--- src/rtl/ha_frame_accumulator_if.sv ---
// Handshake bundle between the half-adder sample source, the frame accumulator
// and the result consumer.
interface ha_frame_accumulator_if #(
   parameter int SUM_W = 8
);
   logic             start;
   logic             in_valid;
   logic             and_i;
   logic             xor_i;
   logic             out_valid;
   logic             out_ready;
   logic [SUM_W-1:0] sum_o;
   logic             err_o;
   logic             sat_o;
   logic             busy_o;

   modport master (
      output start, in_valid, and_i, xor_i, out_ready,
      input  out_valid, sum_o, err_o, sat_o, busy_o
   );

   modport slave (
      input  start, in_valid, and_i, xor_i, out_ready,
      output out_valid, sum_o, err_o, sat_o, busy_o
   );
endinterface

--- src/rtl/ha_frame_accumulator.sv ---
// Sums {carry,sum} half-adder samples over FRAME_LEN accepted samples and
// hands the saturating total downstream over valid/ready, with sticky error flags.
module ha_frame_accumulator #(
   parameter int SUM_W     = 8,
   parameter int FRAME_LEN = 8
) (
   input  logic                   clk,
   input  logic                   rst,
   ha_frame_accumulator_if.slave  bus
);
   typedef enum logic [1:0] {IDLE, ACCUM, DONE} state_t;

   localparam logic [SUM_W-1:0] ACC_MAX  = {SUM_W{1'b1}};
   localparam logic [7:0]       LAST_CNT = 8'(FRAME_LEN - 1);

   state_t           state_q, state_d;
   logic [SUM_W-1:0] acc_q, acc_d;
   logic [7:0]       cnt_q, cnt_d;
   logic             err_q, err_d;
   logic             sat_q, sat_d;
   logic             valid_q, valid_d;
   logic             busy_q, busy_d;
   logic [SUM_W:0]   contrib;
   logic [SUM_W:0]   sum_ext;

   always_comb begin
      state_d = state_q;
      acc_d   = acc_q;
      cnt_d   = cnt_q;
      err_d   = err_q;
      sat_d   = sat_q;
      valid_d = valid_q;
      busy_d  = busy_q;
      contrib = '0;
      sum_ext = '0;
      case (state_q)
         IDLE: begin
            if (bus.start) begin
               state_d = ACCUM;
               acc_d   = '0;
               cnt_d   = '0;
               err_d   = 1'b0;
               sat_d   = 1'b0;
               busy_d  = 1'b1;
            end
         end
         ACCUM: begin
            if (bus.in_valid) begin
               // (1,1) cannot come out of a half adder: flag it and add nothing
               if (bus.and_i && bus.xor_i) begin
                  err_d = 1'b1;
               end else begin
                  contrib[1] = bus.and_i;
                  contrib[0] = bus.xor_i;
               end
               sum_ext = {1'b0, acc_q} + contrib;
               if (sum_ext[SUM_W]) begin
                  acc_d = ACC_MAX;
                  sat_d = 1'b1;
               end else begin
                  acc_d = sum_ext[SUM_W-1:0];
               end
               cnt_d = cnt_q + 8'd1;
               if (cnt_q == LAST_CNT) begin
                  state_d = DONE;
                  valid_d = 1'b1;
                  busy_d  = 1'b0;
               end
            end
         end
         DONE: begin
            if (bus.out_ready) begin
               valid_d = 1'b0;
               if (bus.start) begin
                  state_d = ACCUM;
                  acc_d   = '0;
                  cnt_d   = '0;
                  err_d   = 1'b0;
                  sat_d   = 1'b0;
                  busy_d  = 1'b1;
               end else begin
                  state_d = IDLE;
               end
            end
         end
         default: state_d = IDLE;
      endcase
   end

   always_ff @(posedge clk) begin
      if (rst) begin
         state_q <= IDLE;
         acc_q   <= '0;
         cnt_q   <= '0;
         err_q   <= 1'b0;
         sat_q   <= 1'b0;
         valid_q <= 1'b0;
         busy_q  <= 1'b0;
      end else begin
         state_q <= state_d;
         acc_q   <= acc_d;
         cnt_q   <= cnt_d;
         err_q   <= err_d;
         sat_q   <= sat_d;
         valid_q <= valid_d;
         busy_q  <= busy_d;
      end
   end

   assign bus.out_valid = valid_q;
   assign bus.sum_o     = acc_q;
   assign bus.err_o     = err_q;
   assign bus.sat_o     = sat_q;
   assign bus.busy_o    = busy_q;
endmodule

--- src/flat_wrapper.sv ---
// flat-port wrapper written by rule: the top's interface ports become plain ports
module ha_frame_accumulator_flat 
#(
   parameter int SUM_W     = 8,
   parameter int FRAME_LEN = 8
)
  (clk, rst, bus_start, bus_in_valid, bus_and_i, bus_xor_i, bus_out_ready, bus_out_valid, bus_sum_o, bus_err_o, bus_sat_o, bus_busy_o);
  ha_frame_accumulator_if #(.SUM_W(SUM_W)) bus_i ();
  input  logic clk;
  input  logic rst;
  input wire logic [$bits(bus_i.start)-1:0] bus_start;
  input wire logic [$bits(bus_i.in_valid)-1:0] bus_in_valid;
  input wire logic [$bits(bus_i.and_i)-1:0] bus_and_i;
  input wire logic [$bits(bus_i.xor_i)-1:0] bus_xor_i;
  input wire logic [$bits(bus_i.out_ready)-1:0] bus_out_ready;
  output wire logic [$bits(bus_i.out_valid)-1:0] bus_out_valid;
  output wire logic [$bits(bus_i.sum_o)-1:0] bus_sum_o;
  output wire logic [$bits(bus_i.err_o)-1:0] bus_err_o;
  output wire logic [$bits(bus_i.sat_o)-1:0] bus_sat_o;
  output wire logic [$bits(bus_i.busy_o)-1:0] bus_busy_o;
  assign bus_i.start = bus_start;
  assign bus_i.in_valid = bus_in_valid;
  assign bus_i.and_i = bus_and_i;
  assign bus_i.xor_i = bus_xor_i;
  assign bus_i.out_ready = bus_out_ready;
  assign bus_out_valid = bus_i.out_valid;
  assign bus_sum_o = bus_i.sum_o;
  assign bus_err_o = bus_i.err_o;
  assign bus_sat_o = bus_i.sat_o;
  assign bus_busy_o = bus_i.busy_o;
  ha_frame_accumulator #(.SUM_W(SUM_W), .FRAME_LEN(FRAME_LEN)) u_core (.clk(clk), .rst(rst), .bus(bus_i));
endmodule
--- config.mk ---
export PLATFORM = sky130hd
export DESIGN_NAME = ha_frame_accumulator_flat
export DESIGN_NICKNAME = d
export VERILOG_FILES = /design/src/rtl/ha_frame_accumulator_if.sv /design/src/rtl/ha_frame_accumulator.sv /design/src/flat_wrapper.sv
export SDC_FILE = /design/constraint.sdc
export NUM_CORES = 1
export LEC_CHECK = 0
export CORE_MARGIN = 10
export CORE_UTILIZATION = 40
export CTS_BUF_LIST = sky130_fd_sc_hd__clkbuf_16
export CTS_CLUSTER_SIZE = 28
export DETAILED_ROUTE_END_ITERATION = 8
export PLACE_DENSITY = 0.62
export RECOVER_POWER = 100
export SLEW_MARGIN = 20
export SYNTH_ARGS = -nofsm -noshare
export SYNTH_HDL_FRONTEND = slang
export SYNTH_SLANG_ARGS = --single-unit
--- constraint.sdc ---
create_clock -name clk -period 3.73 [get_ports clk]
set_input_delay 0.746 -clock clk [delete_from_list [all_inputs] [get_ports clk]]
set_output_delay 0.746 -clock clk [all_outputs]
set_load 0.05 [all_outputs]
==> results by group <==
Detailed routing
  – Post-Route WL: 2590 um
  – Drt via density: 5.68
  – Drt drc: 0
  – Detail Route Antenna Nets: 0
  – DR vias: around 1000
  – Detailed Routing Iterations Pass 1: 4
  – WL per Instance: 14.2 um
  – DRT iter0 DRCs: 48

Timing
  – Count of pins over their slew limit: 0
  – Worst Clk Skew: 0.00200 ns
  – Period utilisation layout: 74.8%
  – Setup TNS: 0 ns
  – Maximum clock frequency: 0.358 GHz
  – Final hold viol count: 0
  – Relative slew slack: 34.9%
  – Unrepaired setup endpoints after global routing: no
  – Final setup vio count: 0
  – Shortest period the worst path allows: 2.79 ns
  – Slew of the pin with the lowest slew margin: 0.977 ns

Floorplan
  – DIE WIDTH: about 72 um
  – Core area: 2540 um^2
  – Row Count: 18
  – I/O pins: 19
  – Height of the die: 72.5 um
  – Initial Utilization: 43.3%
  – Die ar.: 5250 um^2

Synth
  – Syn_nets: 144
  – Cell count after synthesis: 133
  – Synth Cell Area: 1100 um^2
  – #FFs+latches synth: 22
  – Syn Area/Cell: 8.28 um^2
  – Post-synth cell types: 38
  – Sequential area share after synthesis: roughly 40%
  – Synth warn: 0

Cells and area
  – Layout cells sized above 1: 3.29%
  – Final core utilization: 53.7%
  – P&R area growth vs syn: 24.1%
  – Diode count: 0
  – Most common cell after layout, fill and taps aside: dfxtp_1
  – Fill cell count: 260
  – Most frequent cells in the layout: 22 x dfxtp_1, 19 x a21oi_1, 15 x dlygate4sd3_1
  – Layout Nets: around 160

Pwr
  – Clock power frac: 43.9%
  – Internal: 0.399 mW
  – NetSw: 0.120 mW
  – Power density over the cells: 380 nW/um^2
  – Final Power: 0.519 mW
  – Sequential power share: 46.7%
  – Pleak: 0.498 nW
  – Switching Fraction: 23.1%
  – Comb pwr share: 9.4%
  – Worst vdd ir: 0.000367 V

Clock network
  – Skew-Pair Late Insertion Delay: 0.25 ns
  – CTS tree: built
  – Num CTS Buffers: 3
  – Clock root buffer: clkbuf_16
  – Postcts setup bufs: 0
  – # resized after CTS: 0
  – Hold_buf cts: 0
  – H-tree levels: 1
  – Max Root-Sink Buffers: 2
  – Worst-path clk slew: 0.06 ns
  – Sink Count: 22

Critical path
  – Setup crit end kind: flip-flop
  – Top cell family by delay on the critical path: simple AND/OR/NAND/NOR gates
  – Worst Path Max Fanout: 7
  – Crit path arrival time: 2.93 ns
  – Setup CP Type: primary input to flip-flop
  – WP data required: 3.87 ns
  – Slowest CP cell: dlygate4sd3_1
  – Setup crit start kind: primary input
  – Worst-path cell chain: dlygate4sd3_1, nor2b_1, ha_1, inv_1, fa_1, or4b_1, nand3_1, o21ai_0
  – CP peak stage delay: 0.56 ns
  – CP Buf/Inv Count: 2

Place
  – GPL Wtd Cong: 0.840
  – DPL Wire Length: 1910 um
  – IO Port Bufs: 18

Global route
  – Remaining global-route overflow: 0
  – Largest net degree at the start of global routing: 17
  – First-pass GRT wire length: between 4000 and 5000 um
  – Vias in the first global route: 937
  – All-Layer GR Usage: 10.2%
  – Initial antenna violation count: 0

Run status
  – Status: finished, final reports clean

Worst hold path
  – Worst hold path class: flip-flop to flip-flop

Run
  – Maxcap violations: 0
-- state kept, by name, indices dropped and copies added (netlist names) --
name	count
u_core.bus.sum_o	8
u_core.bus.sat_o	1
u_core.bus.out_valid	1
u_core.bus.err_o	1
u_core.cnt_q	8
u_core.state_q	2
u_core.bus.busy_o	1
-- path summary, 6_finish.rpt --
check / endpoint / start / slack [ns] / depth (start not counted)
worst max-delay path: u_core.bus.sum_o[6] / bus_xor_i / 0.94 / 8
worst min-delay path: u_core.bus.err_o / u_core.bus.err_o / 0.47 / 2
worst max register to register: u_core.bus.sum_o[5] / u_core.state_q[1] / 1.74 / 4
worst min register to register: u_core.bus.err_o / u_core.bus.err_o / 0.47 / 2
-- synth_stat cells --
cell type,n,area [um^2]
nor2b_1,1,6.26
or4_1,1,7.51
or4b_1,1,10.0
dfxtp_1,22,440
nand4_1,1,6.26
clkbuf_1,1,3.75
ha_1,3,37.5
nand2_1,11,41.3
a32o_1,1,10.0
or3_1,7,43.8
and3_1,1,6.26
and2_1,2,12.5
a31oi_1,1,6.26
or2_2,1,6.26
nand3_1,7,35.0
a311oi_1,1,8.76
fa_1,1,20.0
nand2b_1,2,12.5
a21oi_1,18,90.1
buf_6,1,11.3
a21o_1,2,15.0
nor3_1,3,15.0
o21a_1,1,7.51
and2b_1,1,7.51
o31ai_1,1,7.51
buf_2,1,5.00
nand3b_1,2,15.0
inv_1,6,22.5
or3b_1,1,8.76
nand4b_1,2,17.5
and3b_1,1,8.76
nor4_1,2,12.5
a21oi_4,1,16.3
or2b_2,1,8.76
nor2_1,8,30.0
nor3b_1,1,7.51
mux2i_1,1,10.0
o21ai_0,14,70.1
-- power by group through the flow --
stage,sequential [mW],combinational [mW],clock [mW]
2_1_floorplan,0.254,0.0270,0
3_3_place_gp,0.248,0.0513,0
3_5_place_dp,0.248,0.0519,0
4_1_cts,0.242,0.0524,0.234
5_1_grt,0.243,0.0536,0.245
6_report,0.242,0.0488,0.228
-- through the flow --
step | setup slack (ns) | area, um^2 | hold WS (ns) | cells
detailed placement | 0.740 | 1300 | 0.468 | 178
CTS | 0.997 | 1380 | 0.483 | 182
finish | 0.938 | 1370 | 0.473 | 182
floorplan | 1.39 | 1100 | 0.449 | 133
global route | 0.768 | 1370 | 0.511 | 182
global placement | 0.817 | 1300 | 0.465 | 178
-- kinds of logic (layout without fill, tap and decap cells) --
| group | count (synthesis) | count (layout) | share of synthesized area [%] |
|---|---|---|---|
| simple gates | 57 | 57 | 29.0 |
| compound gates | 40 | 40 | 21.0 |
| flops | 22 | 22 | 40.0 |
| buf+inv | 9 | 28 | 3.86 |
| fa+ha+maj | 4 | 4 | 5.23 |
| mux | 1 | 1 | 0.909 |
-- worst register-to-register path, cell delays in order (launching register included) --
cell and delay (ns):
dfxtp_1 0.40, or2b_2 0.36, a21oi_1 0.77, o21ai_0 0.21, a21oi_1 0.18
-- area by class of cell --
cell class	instances	area [um^2]	share of cell area [%]
clock buffer	3	75.1	5.49
clock inverter	1	3.75	0.275
inverter	6	22.5	1.65
multi-input combinational	102	607	44.4
sequential	22	440	32.2
tap	30	37.5	2.75
timing repair buffer	18	180	13.2
-- per-layer routing --
metal | GRT usage, % | vias to the layer above | wire length, um
met2 | 15.8 | 26 | 1170
met1 | 12.4 | 480 | 1200
met5 | 0 | - | 0
li1 | - | 523 | -
met4 | 2.53 | 0 | 25
met3 | 4.90 | 4 | 198
Note: power is estimated with default switching activity, not from simulation.
==> RTL edit, RTL diff (config.mk and constraints unchanged) <==
Encoding of `state_t`: now one-hot (3 bits for 3 states).
--- a/src/rtl/ha_frame_accumulator.sv
+++ b/src/rtl/ha_frame_accumulator.sv
@@ -9,5 +9,5 @@
    ha_frame_accumulator_if.slave  bus
 );
-   typedef enum logic [1:0] {IDLE, ACCUM, DONE} state_t;
+   typedef enum logic [2:0] {IDLE = 3'b001, ACCUM = 3'b010, DONE = 3'b100} state_t;
 
    localparam logic [SUM_W-1:0] ACC_MAX  = {SUM_W{1'b1}};
Function: same outputs for any inputs over 10 cycles, from zero or initial values and one cycle with rst high; not proved beyond that.
==> RTL edit against the unedited design <==
Core utilization fell by 2.6 points. Wire length is 14% higher. Area after synthesis grew 22%. Non-clock buffer count increased by 3. Sequential cell count grew 1. Maximum frequency down 5.9%. Sequential power increased by 4%. Critical path depth is 2 lower. Total power rose by 3.6%. Cell area increased by 17%. Combinational power is 7.8% higher. Setup slack got worse by 0.17 ns.
==> RTL edit: results (changes against the unedited design) <==
Worst setup path
  • CP max FO: 17 (+10)
  • Slowest stage delay, CP: 0.61 ns (+0.05 ns)
  • Worst setup startpoint: bus_out_ready
  • Crit-path slowest cell: clkbuf_1
  • Family with the most delay on the worst path: buffers and inverters
  • Worst R2R Path Depth: 5 (+1)
  • R2r startpoint: u_core.state_q[2]$_SDFFE_PP0P_
  • Worst path arrival time: 3.09 ns (+0.16 ns)

STA
  • Worst-case clock skew: 0.003309 ns (+0.001310 ns)
  • Rel. slew slack: 52.10% (+17 points)

Place
  • Worst slack at placement: 0.7281 ns (-0.01202 ns)
  • Number of port buffers: 18 (unchanged)
  • Placed Instances: 212 (+19%)
  • DP Area: 1541 um2 (+19%)
  • RD Place Congestion: 0.9211 (+9.7%)
  • HPWL after DPL: 2.182 mm (+14%)

Global routing
  • Global-route wire length before repair: 5.099 mm (+18%)
  • Vias in the first global route: 1141 (+22%)
  • Gr usage total: 9.923% (-0.31 points)
  • Pin count of the biggest net entering global routing: 24 (+7)

Run status
  • Status: finished clean

Min path
  • Hold depth: 1 (-1)

Yosys
  • Syn Nets: 166 (+15%)
  • Top post-synthesis cells by count: dfxtp_1, a21oi_1, nand3_1
  • Ys Warns: 0 (unchanged)
  • Synth Instances: 155 (+17%)
  • Synth unique cells: 48 (+26%)
  • Top post-synthesis cells by area: dfxtp_1, a21oi_1, nand3_1
  • Seq/Total Area, Yosys: 34.33% (-5.7 points)

Clock network
  • Total number of H-tree levels: 1 (unchanged)
  • CTS Buf Count: 3 (unchanged)
  • Clock transition at the registers of the reported paths: 0.06 ns (about the same)
  • # Post-CTS Setup Buffers: 0 (unchanged)
  • CTS max path bufs: 2 (unchanged)
  • Clk root buf: clkbuf_16

Finish
  • Util after Layout: 51.08% (-2.6 points)
  • Layout cells sized above 1: 6.977% (+3.7 points)
  • # fillers: 311 (+20%)
  • Fin cells: 216 (+19%)
  • Antenna cells: 0 (unchanged)
  • Nets: 184 (+12%)

Drt
  • Post-Route WL: 2.955 mm (+14%)
  • 1st-iter DRT viols: 88 (+83%)
  • Post-route ant nets: 0 (unchanged)
  • Via density: 5.444 (-4.1%)

Power and ir drop
  • Maximum vdd ir drop: 0.0001595 V (-57%)
  • Sw frac: 23.11% (about the same)
  • Leak Pwr: 0.5761 nW (+16%)

Flow run
  • Max Cap Viol: 0 (unchanged)
## RTL edit: kinds of logic (layout without fill, tap and decap cells)
| family | Yosys count | in the layout | share of synthesized area (%) |
|---|---|---|---|
| and+or+nand+nor | 61 | 61 | 26.87 |
| buffers and inverters | 17 | 34 | 6.809 |
| muxes | 7 | 7 | 5.690 |
| DFF | 23 | 23 | 34.33 |
| adders and majority gates | 4 | 4 | 4.291 |
| AOI/OAI and AO/OA | 43 | 43 | 22.01 |
## RTL edit: power groups by stage
stage	combinational, W	clock, W	sequential [W]
after floorplan	0.0000370	0	0.000262
after global placement	0.0000559	0	0.000257
after detailed placement	0.0000571	0	0.000258
after CTS	0.0000574	0.000240	0.000252
after global routing	0.0000585	0.000252	0.000253
final	0.0000526	0.000233	0.000252
## RTL edit: layout make-up
cell class,count,area share (%)
clock inverter,1,0.3132
timing repair buffer,21,12.22
inverter,9,2.114
tap,44,3.446
sequential,23,28.82
clock buffer,3,4.699
multi-input combinational,115,48.39
## RTL edit: layer usage
layer / share of wire [%] / up-vias / track usage [%] / wire length (um)
li1: - / 606 / - / -
met1: 45 / 547 / 11.78 / 1333
met2: 50 / 21 / 17.25 / 1482
met3: 4.1 / 2 / 1.843 / 122
met4: 0.58 / 0 / 3.763 / 17
met5: 0 / - / 0 / 0
## RTL edit: final timing paths
| check | to | slack, ns |
|---|---|---|
| max | u_core.cnt_q[7]$_SDFFE_PP0P_ | 0.76 |
| max reg2reg | u_core.cnt_q[7]$_SDFFE_PP0P_ | 1.41 |
| min reg2reg | u_core.bus.err_o$_SDFFE_PP0P_ | 0.46 |
| min | u_core.bus.err_o$_SDFFE_PP0P_ | 0.46 |
